===== config.mk =====
export PLATFORM = sky130hd
export DESIGN_NAME = registros_serializer_flat
export DESIGN_NICKNAME = d
export VERILOG_FILES = /design/src/rtl/registros_serializer_if.sv /design/src/rtl/registros_serializer.sv /design/src/flat_wrapper.sv
export SDC_FILE = /design/constraint.sdc
export NUM_CORES = 1
export LEC_CHECK = 0
export BUFFER_PORTS_ARGS = -buffer_cell sky130_fd_sc_hd__buf_2
export CORE_MARGIN = 2
export CORE_UTILIZATION = 45
export DETAILED_ROUTE_END_ITERATION = 16
export SLEW_MARGIN = 25
export SYNTH_ARGS = -nofsm -noshare
export SYNTH_HDL_FRONTEND = slang
export SYNTH_SLANG_ARGS = --single-unit
export TNS_END_PERCENT = 10

===== constraint.sdc =====
create_clock -name clk -period 4.6 [get_ports clk]
set_clock_uncertainty 0.05 [all_clocks]
set_input_delay 0.46 -clock clk [delete_from_list [all_inputs] [get_ports clk]]
set_output_delay 0.46 -clock clk [all_outputs]
set_load 0.05 [all_outputs]

===== src/rtl/registros_serializer_if.sv =====
// Parallel write port, start request and serial framing outputs of the register-bank serializer.
// The master side loads the bank and requests frames; the slave side shifts the frames out.
interface registros_serializer_if #(
    parameter int unsigned NREG  = 8,
    parameter int unsigned WIDTH = 8
);
    localparam int unsigned AW = (NREG > 1) ? $clog2(NREG) : 1;

    logic             wr_en;
    logic [AW-1:0]    wr_addr;
    logic [WIDTH-1:0] wr_data;
    logic             start;
    logic             busy;
    logic             done;
    logic             sdata;
    logic             svalid;
    logic             sfirst;

    modport master (
        output wr_en, wr_addr, wr_data, start,
        input  busy, done, sdata, svalid, sfirst
    );

    modport slave (
        input  wr_en, wr_addr, wr_data, start,
        output busy, done, sdata, svalid, sfirst
    );
endinterface


===== src/rtl/registros_serializer.sv =====
// Register-bank serializer: snapshots an NREG x WIDTH bank on start and shifts it out MSB first.
// Optional feature: define REGISTROS_PARITY_EN to append an even-parity bit after each register.
module registros_serializer #(
    parameter int unsigned NREG  = 8,
    parameter int unsigned WIDTH = 8
) (
    input  logic                   clk,
    input  logic                   rst,
    registros_serializer_if.slave  bus
);
    localparam int unsigned AW = (NREG > 1) ? $clog2(NREG) : 1;
    localparam int unsigned BW = (WIDTH > 1) ? $clog2(WIDTH) : 1;
    localparam logic [BW-1:0] BitFirst = BW'(WIDTH - 1);
    localparam logic [AW-1:0] RegLast  = AW'(NREG - 1);

    typedef enum logic [1:0] {StIdle, StShift, StDone} state_e;

    state_e           state_q, state_d;
    logic [WIDTH-1:0] bank_q [NREG];
    logic [WIDTH-1:0] snap_q [NREG];
    logic [AW-1:0]    reg_q, reg_d;
    logic [BW-1:0]    bit_q, bit_d;
    logic [WIDTH-1:0] cur_word;
    logic             cur_bit;
    logic             last_bit;
    logic             shifting;
`ifdef REGISTROS_PARITY_EN
    logic             par_q, par_d;
`endif

    // Live bank accepts writes in every state; the frame reads only the snapshot.
    always_ff @(posedge clk) begin
        if (rst) begin
            for (int i = 0; i < NREG; i++) begin
                bank_q[i] <= '0;
            end
        end else if (bus.wr_en) begin
            bank_q[bus.wr_addr] <= bus.wr_data;
        end
    end

    always_ff @(posedge clk) begin
        if (rst) begin
            for (int i = 0; i < NREG; i++) begin
                snap_q[i] <= '0;
            end
        end else if (state_q == StIdle && bus.start) begin
            snap_q <= bank_q;
        end
    end

    always_ff @(posedge clk) begin
        if (rst) begin
            state_q <= StIdle;
            reg_q   <= '0;
            bit_q   <= BitFirst;
`ifdef REGISTROS_PARITY_EN
            par_q   <= 1'b0;
`endif
        end else begin
            state_q <= state_d;
            reg_q   <= reg_d;
            bit_q   <= bit_d;
`ifdef REGISTROS_PARITY_EN
            par_q   <= par_d;
`endif
        end
    end

    always_comb begin
        cur_word = snap_q[reg_q];
`ifdef REGISTROS_PARITY_EN
        cur_bit  = par_q ? ^cur_word : cur_word[bit_q];
        last_bit = par_q && (reg_q == RegLast);
`else
        cur_bit  = cur_word[bit_q];
        last_bit = (bit_q == '0) && (reg_q == RegLast);
`endif
    end

    always_comb begin
        state_d = state_q;
        reg_d   = reg_q;
        bit_d   = bit_q;
`ifdef REGISTROS_PARITY_EN
        par_d   = par_q;
`endif
        unique case (state_q)
            StIdle: begin
                if (bus.start) begin
                    state_d = StShift;
                end
            end
            StShift: begin
                if (last_bit) begin
                    // Counters return to their initial values as the frame closes.
                    state_d = StDone;
                    reg_d   = '0;
                    bit_d   = BitFirst;
`ifdef REGISTROS_PARITY_EN
                    par_d   = 1'b0;
`endif
                end else begin
`ifdef REGISTROS_PARITY_EN
                    if (par_q) begin
                        par_d = 1'b0;
                        bit_d = BitFirst;
                        reg_d = reg_q + AW'(1);
                    end else if (bit_q == '0) begin
                        par_d = 1'b1;
                    end else begin
                        bit_d = bit_q - BW'(1);
                    end
`else
                    if (bit_q == '0) begin
                        bit_d = BitFirst;
                        reg_d = reg_q + AW'(1);
                    end else begin
                        bit_d = bit_q - BW'(1);
                    end
`endif
                end
            end
            StDone: begin
                state_d = StIdle;
            end
            default: begin
                state_d = StIdle;
            end
        endcase
    end

    always_comb begin
        shifting   = (state_q == StShift);
        bus.busy   = shifting;
        bus.svalid = shifting;
        bus.sdata  = shifting && cur_bit;
        bus.done   = (state_q == StDone);
`ifdef REGISTROS_PARITY_EN
        bus.sfirst = shifting && (reg_q == '0) && (bit_q == BitFirst) && !par_q;
`else
        bus.sfirst = shifting && (reg_q == '0) && (bit_q == BitFirst);
`endif
    end
endmodule


===== src/flat_wrapper.sv =====
// flat-port wrapper written by rule: the top's interface ports become plain ports
module registros_serializer_flat 
#(
    parameter int unsigned NREG  = 8,
    parameter int unsigned WIDTH = 8
)
  (clk, rst, bus_wr_en, bus_wr_addr, bus_wr_data, bus_start, bus_busy, bus_done, bus_sdata, bus_svalid, bus_sfirst);
  registros_serializer_if #(.NREG(NREG), .WIDTH(WIDTH)) bus_i ();
  input  logic clk;
  input  logic rst;
  input wire logic [$bits(bus_i.wr_en)-1:0] bus_wr_en;
  input wire logic [$bits(bus_i.wr_addr)-1:0] bus_wr_addr;
  input wire logic [$bits(bus_i.wr_data)-1:0] bus_wr_data;
  input wire logic [$bits(bus_i.start)-1:0] bus_start;
  output wire logic [$bits(bus_i.busy)-1:0] bus_busy;
  output wire logic [$bits(bus_i.done)-1:0] bus_done;
  output wire logic [$bits(bus_i.sdata)-1:0] bus_sdata;
  output wire logic [$bits(bus_i.svalid)-1:0] bus_svalid;
  output wire logic [$bits(bus_i.sfirst)-1:0] bus_sfirst;
  assign bus_i.wr_en = bus_wr_en;
  assign bus_i.wr_addr = bus_wr_addr;
  assign bus_i.wr_data = bus_wr_data;
  assign bus_i.start = bus_start;
  assign bus_busy = bus_i.busy;
  assign bus_done = bus_i.done;
  assign bus_sdata = bus_i.sdata;
  assign bus_svalid = bus_i.svalid;
  assign bus_sfirst = bus_i.sfirst;
  registros_serializer #(.NREG(NREG), .WIDTH(WIDTH)) u_core (.clk(clk), .rst(rst), .bus(bus_i));
endmodule

==> reports/metrics.yaml <==
drc: 0
timing.setup.tns_ns: 0
yosysUniqueCellTypes: 37
wl_per_cell_um: 17.25
leakage_nw: 2.114
dp_cells: 797
p_per_area_nw_per_um2: 456.5
clock_latency_ns: 0.42
final_common_cell: "nand2_1"
ys_ff_latch: 136
max_freq_ghz: 0.3153
critPathSlowestCell: "dfxtp_1"
cp.arrival_ns: 2.66
cts_resized: 0
grt_pass1_wl_um: 22510
place_congestion: 0.8103
timing.rr.end: "u_core.reg_q[0]"
hold_violations: 0
hpwl_um: 9381
cts.htree.levels: 4
required_ns: 4.09
r2r_cells: 6
drtIter0Drc: 533
instances_no_fill: 829
ys_warn_count: 0
fin_crit_sh_pct: 68.96
wirelength_um: 14300
fin_crit_ns: 3.172
placementRows: 40
worstMarginPinSlew_ns: 0.9624
rsz0062_at_grt: "false"
hold_end: "u_core.bank_q[63]"
synth_edf_count: 0
setup_viol: 0
synth_top_cell_by_area: "dfxtp_1"
drtPass1Iterations: 5
synthesis.area_sq_um: 5439
whs_path_depth: 3
cts_tree: "done"
post_cts_buffers: 0
worstReg2RegStart: "u_core.bit_q[1]"
cts.sinks: 136
hp-class: "in2reg"
crit_chain: "mux4_2 > a22oi_1 > o211ai_1 > a32o_1 > buf_2"
grt_pass1_vias: 4011
slew_headroom_pct: 35.84
hp-start: "bus_wr_data[7]"
synth-seq-area-share_pct: 50.06
dieArea_sq_um: 12980
die_w_um: 113.9
numPortBuffers: 19
start_util_pct: 45.66
critPathCaptureType: "primary output"
antenna_found_initial: 0
r2r_slack_ns: 2.62
drive_above_1_share_pct: 9.531
antenna_left: 0
synthesis.instances: 674
outcome: "finished clean"
drv_slew: 0
clock_path_buffers: 2
syn_to_final_growth_pct: 13.87
synth_nets: 695
diodes: 0
syn_avg_cell_area_sq_um: 8.070
path_clk_slew_ns: 0.06
layout_common_cells: "nand2_1, dfxtp_1, a21oi_1"
startpoint_type: "flip-flop"
track_usage_pct: 23.19
die_h_um: 113.9
grt-ovfl-total: 0
cts_hold_buf: 0
cp_slowest_stage_delay_ns: 0.88
maxCapViolCount: 0
cp_max_fo: 19
via_count: 4483
irDropWorstVdd_mv: 0.2503
design.core.area_sq_um: 11910
io_pins: 20
grt_start_max_net_pins: 94
yosysTopAreaCellShare_pct: 50.06
nNetsFinal: 690
cts_buffers: 17
whs_ns: 0.3201
synthTopCellsByArea: "dfxtp_1, nand2_1, a21oi_1"
synthFlopType: "dfxtp_1"
cts-root-buf: "clkbuf_16"
ys_async_sr_fraction_pct: 0
path_class: "reg2out"
via_per_inst: 5.408
-- cells in the mapped netlist, types with 2 or more instances --
| master | count |
|---|---|
| buf_2 | 5 |
| mux4_2 | 10 |
| mux4_1 | 6 |
| dfxtp_1 | 136 |
| clkbuf_1 | 26 |
| nand2b_1 | 4 |
| nor2_1 | 13 |
| nand3_1 | 6 |
| nand4_1 | 2 |
| nor3_1 | 5 |
| a31oi_1 | 2 |
| a21oi_1 | 132 |
| nor2b_1 | 5 |
| ha_1 | 6 |
| a22oi_1 | 2 |
| inv_1 | 6 |
| nand2_1 | 275 |
| nand4b_1 | 3 |
| buf_1 | 12 |
-- state kept, by name, indices dropped and copies added (netlist names) --
signal,flops
u_core.bank_q,64
u_core.bit_q,3
u_core.reg_q,3
u_core.snap_q,64
u_core.state_q,2
-- how the worst max path moves through the flow --
stage / from / endpoint / slack (ns) / cells after the start
after global routing: u_core.reg_q[1] / bus_sdata / 1.24 / 5
after floorplan: u_core.state_q[1] / bus_sfirst / 2.06 / 4
final: u_core.reg_q[1] / bus_sdata / 1.43 / 5
after detailed placement: u_core.reg_q[1] / bus_sdata / 1.84 / 5
after global placement: u_core.reg_q[1] / bus_sdata / 1.94 / 5
after CTS: u_core.reg_q[1] / bus_sdata / 1.37 / 5
-- routing by layer --
layer	track usage (%)	routed length, um	part of all wire (%)
met1	33.96	7116	50
met2	33.57	6294	44
met3	5.367	625	4.4
met4	8.130	268	1.9
met5	0	0	0
-- per-stage QoR --
stage,utilization [%],setup slack (ns),power [mW],instance area (sq um)
3_3_place_gp,46.55,1.936,1.380,5545
5_1_grt,52.00,1.236,2.911,6193
2_1_floorplan,-,2.064,1.338,5439
6_report,52.00,1.428,2.827,6193
3_5_place_dp,46.60,1.838,1.382,5550
4_1_cts,52.00,1.371,2.845,6193
-- power by group --
| part | internal [mW] | switching (mW) | leakage [nW] |
|---|---|---|---|
| Sequential | 1.20 | 0.0155 | 1.10 |
| Combinational | 0.0329 | 0.110 | 0.701 |
| Clock | 0.978 | 0.493 | 0.313 |
-- critical path: cells and delay by family (launching register included) --
kind | cells | cell delay (ns)
buffers and inverters | 1 | 0.21
AO/OA/AOI/OAI | 3 | 0.54
multiplexers | 1 | 0.60
flip-flops | 1 | 0.88
-- area by class of cell --
| class | count | area [sq um] |
|---|---|---|
| clock buffer | 25 | 505.5 |
| inverter | 7 | 26.28 |
| sequential | 136 | 2723 |
| timing repair buffer | 22 | 120.1 |
| clock inverter | 7 | 137.6 |
| multi-input combinational | 485 | 2497 |
| fill | 1146 | 5718 |
| tap | 147 | 183.9 |
-- cells by family after synthesis --
logic type,after synthesis,synth area share (%)
AO/OA/AOI/OAI,144,13.83
AND/OR/NAND/NOR,318,23.33
buffers and inverters,53,4.186
flip-flops,136,50.06
adder cells (fa/ha/maj),6,1.380
multiplexers,17,7.223
Power figures use the tool's default switching activity.
